File: config.mk
export PLATFORM = sky130hd
export DESIGN_NAME = expr_vec_unpacker
export DESIGN_NICKNAME = d
export VERILOG_FILES = /design/src/rtl/expr_vec_pkg.sv /design/src/rtl/expr_field_extend.sv /design/src/rtl/expr_vec_unpacker.sv
export SDC_FILE = /design/constraint.sdc
export NUM_CORES = 1
export LEC_CHECK = 0
export BUFFER_PORTS_ARGS = -buffer_cell sky130_fd_sc_hd__buf_2
export CAP_MARGIN = 10
export CORE_ASPECT_RATIO = 1.75
export CORE_MARGIN = 2
export CORE_UTILIZATION = 54
export DETAILED_ROUTE_END_ITERATION = 16
export GPL_ROUTABILITY_DRIVEN = 0
export PLACE_DENSITY = 0.83
export RECOVER_POWER = 100
export SYNTH_ARGS = -nofsm -noshare
export SYNTH_HDL_FRONTEND = slang
export SYNTH_SLANG_ARGS = --single-unit
File: constraint.sdc
create_clock -name clk -period 7.3 [get_ports clk]
set_clock_uncertainty 0.2 [all_clocks]
set_input_delay 0.365 -clock clk [delete_from_list [all_inputs] [get_ports clk]]
set_output_delay 0.365 -clock clk [all_outputs]
set_load 0.05 [all_outputs]
File: src/rtl/expr_vec_pkg.sv
// ============================================================================
// Module   : expr_vec_pkg
// Purpose  : Shared constants, field-layout helpers and the FSM state type for
//            the expression result vector unpacker.
// Contents : VEC_W / NUM_FIELDS / GROUP_W, per-k width and signedness tables,
//            field_width(idx), field_signed(idx), state_t {IDLE, STREAM}.
// Revision : 1.0 - initial release
// ============================================================================
`default_nettype none

package expr_vec_pkg;

  localparam int VEC_W            = 90;
  localparam int NUM_FIELDS       = 18;
  localparam int GROUP_W          = 30;
  localparam int FIELDS_PER_GROUP = 6;

  // Field widths for k = 0..5, k = 0 in the top three bits: 4,5,6,4,5,6.
  localparam logic [17:0] FIELD_W_TAB = {3'd4, 3'd5, 3'd6, 3'd4, 3'd5, 3'd6};

  // Signedness per k, bit k set means signed (k = 3..5).
  localparam logic [5:0] FIELD_SIGNED_TAB = 6'b111000;

  typedef enum logic [0:0] {
    IDLE   = 1'b0,
    STREAM = 1'b1
  } state_t;

  function automatic logic [2:0] field_width(input logic [4:0] idx);
    logic [4:0] k;
    k = idx % 5'd6;
    return FIELD_W_TAB[(5 - int'(k)) * 3 +: 3];
  endfunction

  function automatic logic field_signed(input logic [4:0] idx);
    logic [4:0] k;
    k = idx % 5'd6;
    return FIELD_SIGNED_TAB[k[2:0]];
  endfunction

endpackage

`default_nettype wire

File: src/rtl/expr_field_extend.sv
// ============================================================================
// Module   : expr_field_extend
// Purpose  : Widen one left-aligned field (4..6 bits) to OUT_W bits, sign- or
//            zero-extending according to the field's signedness.
// Ports    : top_bits  - top 6 bits of the shift register, field left-aligned
//            width     - field width in bits (4..6)
//            is_signed - 1: sign-extend, 0: zero-extend
//            data      - extended OUT_W-bit value
// Revision : 1.0 - initial release
// ============================================================================
`default_nettype none

module expr_field_extend #(
  parameter int OUT_W = 8
) (
  input  logic [5:0]       top_bits,
  input  logic [2:0]       width,
  input  logic             is_signed,
  output logic [OUT_W-1:0] data
);

  logic [5:0]       w_field;
  logic             w_fill;
  logic [OUT_W-1:0] w_mask;

  // Right-align the field; its MSB is always top_bits[5].
  assign w_field = top_bits >> (3'd6 - width);
  assign w_fill  = is_signed & top_bits[5];
  // Ones in the field's bit positions, zeros above.
  assign w_mask  = ~({OUT_W{1'b1}} << width);
  assign data    = (OUT_W'(w_field) & w_mask) | ({OUT_W{w_fill}} & ~w_mask);

endmodule

`default_nettype wire

File: src/rtl/expr_vec_unpacker.sv
// ============================================================================
// Module   : expr_vec_unpacker
// Purpose  : Accept a 90-bit packed result vector {y0..y17} and stream its 18
//            fields out one per handshake, each extended to OUT_W bits.
// Ports    : clk, rst_n (async active-low)
//            in_valid / in_ready / in_vec          - vector input handshake
//            out_valid / out_ready / out_idx /
//            out_data / out_last                   - field output handshake
//            vec_count                             - completed vectors (wraps)
// Revision : 1.0 - initial release
// ============================================================================
`default_nettype none

module expr_vec_unpacker #(
  parameter int VEC_W      = 90,
  parameter int NUM_FIELDS = 18,
  parameter int OUT_W      = 8,
  parameter int CNT_W      = 16
) (
  input  logic             clk,
  input  logic             rst_n,
  input  logic             in_valid,
  output logic             in_ready,
  input  logic [VEC_W-1:0] in_vec,
  output logic             out_valid,
  input  logic             out_ready,
  output logic [4:0]       out_idx,
  output logic [OUT_W-1:0] out_data,
  output logic             out_last,
  output logic [CNT_W-1:0] vec_count
);

  import expr_vec_pkg::*;

  state_t           r_state;
  state_t           w_next;
  logic [VEC_W-1:0] r_shift;
  logic [4:0]       r_idx;
  logic [CNT_W-1:0] r_count;

  logic             w_hs;
  logic             w_last;
  logic             w_load;
  logic [2:0]       w_width;
  logic             w_signed;
  logic [OUT_W-1:0] w_ext;

  assign out_valid = (r_state == STREAM);
  assign w_last    = out_valid & (r_idx == 5'(NUM_FIELDS - 1));
  assign w_hs      = out_valid & out_ready;
  // Accepting during the final field handshake keeps back-to-back vectors
  // bubble-free; this makes in_ready combinational from out_ready.
  assign in_ready  = (r_state == IDLE) | (w_hs & w_last);
  assign w_load    = in_valid & in_ready;

  assign w_width   = field_width(r_idx);
  assign w_signed  = field_signed(r_idx);

  expr_field_extend #(
    .OUT_W (OUT_W)
  ) u_extend (
    .top_bits  (r_shift[VEC_W-1 -: 6]),
    .width     (w_width),
    .is_signed (w_signed),
    .data      (w_ext)
  );

  assign out_idx   = r_idx;
  assign out_last  = w_last;
  assign out_data  = out_valid ? w_ext : '0;
  assign vec_count = r_count;

  always_comb begin
    w_next = r_state;
    case (r_state)
      IDLE:    if (w_load) w_next = STREAM;
      STREAM:  if (w_hs & w_last) w_next = in_valid ? STREAM : IDLE;
      default: w_next = IDLE;
    endcase
  end

  always_ff @(posedge clk or negedge rst_n) begin
    if (!rst_n) begin
      r_state <= IDLE;
      r_shift <= '0;
      r_idx   <= '0;
      r_count <= '0;
    end else begin
      r_state <= w_next;
      if (w_load) begin
        r_shift <= in_vec;
        r_idx   <= '0;
      end else if (w_hs) begin
        r_shift <= r_shift << w_width;
        // Park at 0 after the last field so out_idx never leaves 0..17.
        r_idx   <= w_last ? 5'd0 : r_idx + 5'd1;
      end
      if (w_hs & w_last) r_count <= r_count + CNT_W'(1);
    end
  end

endmodule

`default_nettype wire
# --- Yosys cells after proc, flatten, opt, wreduce, memory -nomap -nowiden ---
# Memories as Yosys holds them, arrays and structs flattened.
# Index checks and enable logic that the tools add are counted.
word_totals:
  ff_bits: 112
  mem_bits_ro: 8
  input_bits: 94
  output_inout_bits: 32
  wordCells: 41
  n_memories: 1
mem_list:
  columns: ["memory", "depth", "word_bits", "rd", "rd_clocked_by_memory_dff", "wr", "line", "rtl"]
  rows:
  - ["(name not given)", 8, 1, 1, 0, 0, "expr_vec_pkg.sv:38", "return FIELD_SIGNED_TAB[k[2:0]];"]
classes:
  n_addsub: 4
  multipliers: 1
  n_div: 1
  magnitude_cmp: 1
  eq_ne: 1
  n_shift: 4
  mux: 11
  bitwise: 12
  reduce_logical: 1
ops:
  columns: ["cell", "n"]
  rows:
  - ["$mux W90", 2]
  - ["$shl A90 B3 Y90", 1]
  - ["$shiftx A18 B9 Y3 const A", 1]
  - ["$add A16 B1 Y16 const B", 1]
  - ["$not A8 Y8", 2]
  - ["$mux W5", 3]
  - ["$mul A6 B3 Y9 const B", 1]
  - ["$and A6 B8 Y8", 1]
  - ["$and A8 B8 Y8", 1]
  - ["$mux W8", 1]
  - ["$or A8 B8 Y8", 1]
  - ["$shl A8 B3 Y8 const A", 1]
  - ["$shr A6 B3 Y6", 1]
  - ["$sub A3 B5 Y6 const A", 1]
  - ["$add A5 B1 Y5 const B", 1]
  - ["$and A1 B1 Y1", 5]
  - ["$eq A5 B5 Y1 const B", 1]
  - ["$mod A5 B3 Y5 const B", 1]
  - ["$lt A3 B4 Y1 const B", 1]
  - ["$mux W1", 4]
  - ["$sub A3 B3 Y3 const A", 1]
  - ["$pmux W1 S2", 1]
  - ["$reduce_bool A2 Y1", 1]
  - ["$not A1 Y1", 1]
  - ["$or A1 B1 Y1", 1]

# --- Logic depth before layout (Yosys ltp) ---
depth:
  depth_word: 10
  depth_mapped: 30
  ltp_nobuf: 25

# --- Modules after synthesis ---
# From an unflattened synthesis, not the netlist that was laid out.
hier_totals:
  hier_cells: 1235
  hier_area_um2: 9499.1
modules_own_cells:
  columns: ["module", "n_inst", "cells_each", "area_each_um2"]
  rows:
  - ["expr_vec_unpacker", 1, 1191, 9181.3]
  - ["expr_field_extend", 1, 44, 317.8]

# --- Worst setup path after synthesis ---
# No wires, ideal clock.
synth_timing:
  path_type: "register to output"
  from: "register r_idx[0], in the netlist out_idx[0]"
  to: "output port out_data[1]"
  arrival_ps: 7959
  required_time_ps: 6735
  path_slack_ps: -1224
  stages_incl_launch_ff: 30
  path_cell_list: "dfrtp_1 -> buf_2 -> buf_1 -> inv_1 -> ha_1 -> and3b_1 -> o21ai_1 -> ha_1 -> nor3_1 -> o211ai_1 -> xnor2_1 -> ha_1 -> inv_1 -> xnor2_1 -> ha_1 -> inv_1 -> fa_1 -> buf_2 -> and3_1 -> or4_1 -> a32oi_2 -> nor3_2 -> buf_2 -> buf_2 -> buf_2 -> ha_1 -> ha_1 -> nand2b_1 -> or3_1 -> a311oi_1"
synth_between:
  elab_chain_cells: 10
  word_cells_on_any_way: 16
  cone_classes: "add/sub (2); mul (1); div (1); shift (3); mux (2); bitwise (6); memory (1)"
synth_lines:
  columns: ["item", "line", "rtl"]
  rows:
  - ["start, declared", "expr_vec_unpacker.sv:38", "logic [4:0] r_idx;"]
  - ["start signal, assigned", "expr_vec_unpacker.sv:96", "r_idx <= w_last ? 5'd0 : r_idx + 5'd1;"]
  - ["$mod A5 B3 Y5 (*)", "expr_vec_pkg.sv:31, expr_vec_pkg.sv:37", null]
  - ["branches (longest 7 deep; another with $mul A6 B3 Y9)", null, null]
  - ["$or A8 B8 Y8 (*)", "expr_field_extend.sv:31", "assign data = (OUT_W'(w_field) & w_mask) | ({OUT_W{w_fill}} & ~w_mask);"]
  - ["$mux W8 (*)", "expr_vec_unpacker.sv:70", "assign out_data = out_valid ? w_ext : '0;"]
  - ["end, declared", "expr_vec_unpacker.sv:28", "output logic [OUT_W-1:0] out_data,"]
# Mark *: on every way between the ends. The select of a mux whose other input is x is not followed.

# --- Worst setup path after layout ---
layout_timing:
  from: "register r_idx[3], in the netlist out_idx[3]"
  to: "output port out_data[5]"
# The elaborated chain is that of the path after synthesis.

==> flow_metrics.env <==
export IMPL_slew_headroom_pct=-110
export IMPL_layout_common_cells="a21oi_1 (122), buf_2 (108), dfrtp_1 (107), nand2_1 (75), nand3_1 (74)"
export IMPL_critPathTopFamily="simple AND/OR/NAND/NOR gates"
export IMPL_drive_above_1_share_pct=19.6
export IMPL_numCtsBuffers=9
export IMPL_cp_common_cell="ha_2"
export IMPL_nets=1394
export IMPL_run_status="finished, violations left"
export IMPL_cts_root_buf="clkbuf_16"
export IMPL_finalCriticalPeriod_ps=7150
export IMPL_syn_area_um2=9750
export IMPL_ys_seq_elements=112
export IMPL_portBuffers=125
export IMPL_clkLatencyLatePin_ps=370
export IMPL_met2WireLength_mm=16.0
export IMPL_setup_viol=0
export IMPL_failed_checks="max-capacitance violations, max-slew violations"
export IMPL_antenna_found_initial=0
export IMPL_clockBufferDepth=2
export IMPL_core_um2=17900
export IMPL_ant_nets=0
export IMPL_clk_pin_slew_worst_paths_ps=70
export IMPL_placed_cells=1492
export IMPL_max_cap_violations=1
export IMPL_slew_violations=56
export IMPL_endpoint_kind="output pin"
export IMPL_layout_commonest_cell="a21oi_1"
export IMPL_final_hold_viol_count=0
export IMPL_syn_inst=1239
export IMPL_insertedDiodeCount=0
export IMPL_wl_mm=32.6
export IMPL_vias_per_cell=7.29
export IMPL_cp_start_kind="flop"
export IMPL_rsz0062_at_grt="yes"
export IMPL_ys_seq_area_share_pct=28.7
export IMPL_vias=11057
export IMPL_dieArea_um2=19200
export IMPL_slowest_stage="or4b_1"
export IMPL_drtIter0Drc=1105
export IMPL_reg2reg_from="out_idx[3]$_DFFE_PN0P_"
export IMPL_hold_ws_ps=58.4
export IMPL_topRoutingLayerUsed="met4"
export IMPL_grt_start_max_net_pins=109
export IMPL_reg2reg_depth=23
export IMPL_finalCritPeriodShare_pct=98.0
export IMPL_ys_async_sr_fraction_pct=100
export IMPL_worstMarginPinSlew_ps=3150
export IMPL_ys_warn_count=0
export IMPL_whs_endpoint="out_valid$_DFF_PN0_"
export IMPL_cpPeakStageDelay_ps=560
export IMPL_path_max_fanout=8
export IMPL_synth_edf_count=0
export IMPL_cp_num_buf_inv=3
export IMPL_hold_path_startpoint="in_valid"
export IMPL_ff2ff_setup_slack_ps=770
export IMPL_grt_total_usage_pct=32.7
export IMPL_gr_total_overflow=0
export IMPL_die_x_um=106
export IMPL_area_growth_pct=12.4
export IMPL_hp_class="in -> reg"
export IMPL_cts_tree="built"
export IMPL_grt_pass1_wl_mm=51.8
export IMPL_grt_pass1_vias=10502
export IMPL_arrival_ps=6590
export IMPL_cts_htree_levels=3
export IMPL_synthesis_nets=1355
export IMPL_synthFlopType="dfrtp_1"
export IMPL_worstReg2RegEnd="r_shift[70]$_DFFE_PN0P_"
export IMPL_start_util_pct=54.5
export IMPL_max_freq_mhz=140
export IMPL_rows=65
export IMPL_cts_sinks=112
export IMPL_routed_wl_met3_mm=2.74
export IMPL_route_detailed_drc=0
export IMPL_required_ps=6730
export IMPL_syn_area_per_cell_um2=7.87
export IMPL_firstDrtPassIters=5
export IMPL_met1_length_mm=11.8
export IMPL_die_h_um=182
export IMPL_hold_depth=2
export IMPL_synth_distinct_cells=77
export IMPL_stdcell_count=1517
export IMPL_crit_type="reg -> out"
export IMPL_dp_hpwl_mm=20.9
export IMPL_utilization_pct=61.2
export IMPL_wire_per_inst_um=21.5
export IMPL_ioPinCount=126
synth_stat cells, types with 4 or more instances:
master / n / area, um^2
o221a_2: 31 / 349
buf_1: 9 / 33.8
xnor2_1: 15 / 131
a311oi_1: 6 / 52.6
a21oi_1: 126 / 631
a221oi_1: 13 / 114
a31oi_1: 66 / 413
xor2_1: 10 / 87.6
a2bb2oi_1: 15 / 131
mux2i_1: 4 / 40.0
a211oi_1: 27 / 203
o31ai_1: 33 / 248
o211ai_1: 19 / 143
nand2b_1: 9 / 56.3
a22oi_1: 4 / 30.0
or3_1: 8 / 50.1
inv_1: 74 / 278
mux4_2: 4 / 90.1
clkbuf_1: 93 / 349
o32ai_1: 36 / 315
dfrtp_1: 112 / 2800
nor3_1: 50 / 250
o22ai_1: 4 / 25.0
nand2_1: 76 / 285
and2_1: 4 / 25.0
nor2_1: 44 / 165
a32oi_1: 17 / 149
o2111ai_1: 6 / 52.6
a211o_1: 11 / 96.3
o21ai_0: 47 / 235
and3_1: 6 / 37.5
nand3_1: 75 / 375
nand4_1: 65 / 407
ha_1: 21 / 263
buf_2: 29 / 145
kinds of logic (layout without fill, tap and decap cells):
| family | count (synthesis) | in the layout | share of synthesized area [%] |
|---|---|---|---|
| multiplexers | 12 | 12 | 2.26 |
| adder cells (fa/ha/maj) | 22 | 22 | 2.90 |
| XOR/XNOR | 26 | 26 | 2.41 |
| flip-flops | 112 | 112 | 28.7 |
| buffers and inverters | 210 | 254 | 8.65 |
| AO/OA/AOI/OAI | 497 | 497 | 36.1 |
| AND/OR/NAND/NOR | 360 | 360 | 19.0 |
what timing repair did:
item | 4_1_cts | 5_1_grt
buffers inserted | 3 | 5
endpoints found under the hold margin | 54 | 0
endpoints found under the setup margin | 5 | 6
gates resized for setup | 8 | 22
hold buffers | 1 | 0
pin swaps | 2 | 4
routing by layer:
metal,vias to the layer above,track usage (%)
met2,746,55.6
met1,5217,39.1
met5,-,0
met3,185,4.24
met4,0,19.9
li1,4909,-
per-stage QoR:
step	setup WS, ps	cell area (um^2)	TNS [ps]
6_report	147	11000	0
5_1_grt	-112	11000	-230
4_1_cts	0.140	10900	0
3_5_place_dp	25.5	10500	0
3_3_place_gp	389	10500	0
2_1_floorplan	-57.9	9850	-57.9
cell type report:
class	count	area [um^2]
repair buffers	162	948
clock buffers	9	225
flip-flops and latches	112	2810
well taps	234	293
fillers	1627	6940
clock inverters	7	47.5
inverters	76	285
multi-input cells	917	6350
state kept, by name, indices dropped and copies added, names as in the netlist:
register,flops
r_shift,90
vec_count,16
out_idx,5
out_valid,1
worst max path at each step:
stage	from	endpoint	slack [ps]	cells past startpoint
floorplan	out_idx[0]$_DFFE_PN0P_	out_data[1]	-60	29
global placement	out_idx[3]$_DFFE_PN0P_	out_data[5]	390	25
detailed placement	out_idx[3]$_DFFE_PN0P_	out_data[5]	30	25
CTS	out_idx[3]$_DFFE_PN0P_	out_data[1]	0.1	25
global route	out_idx[3]$_DFFE_PN0P_	out_data[1]	-110	24
finish	out_idx[3]$_DFFE_PN0P_	out_data[5]	150	25
Power is not shown: default switching activity piles up to over one toggle a cycle in this logic, so the estimate is an artifact.
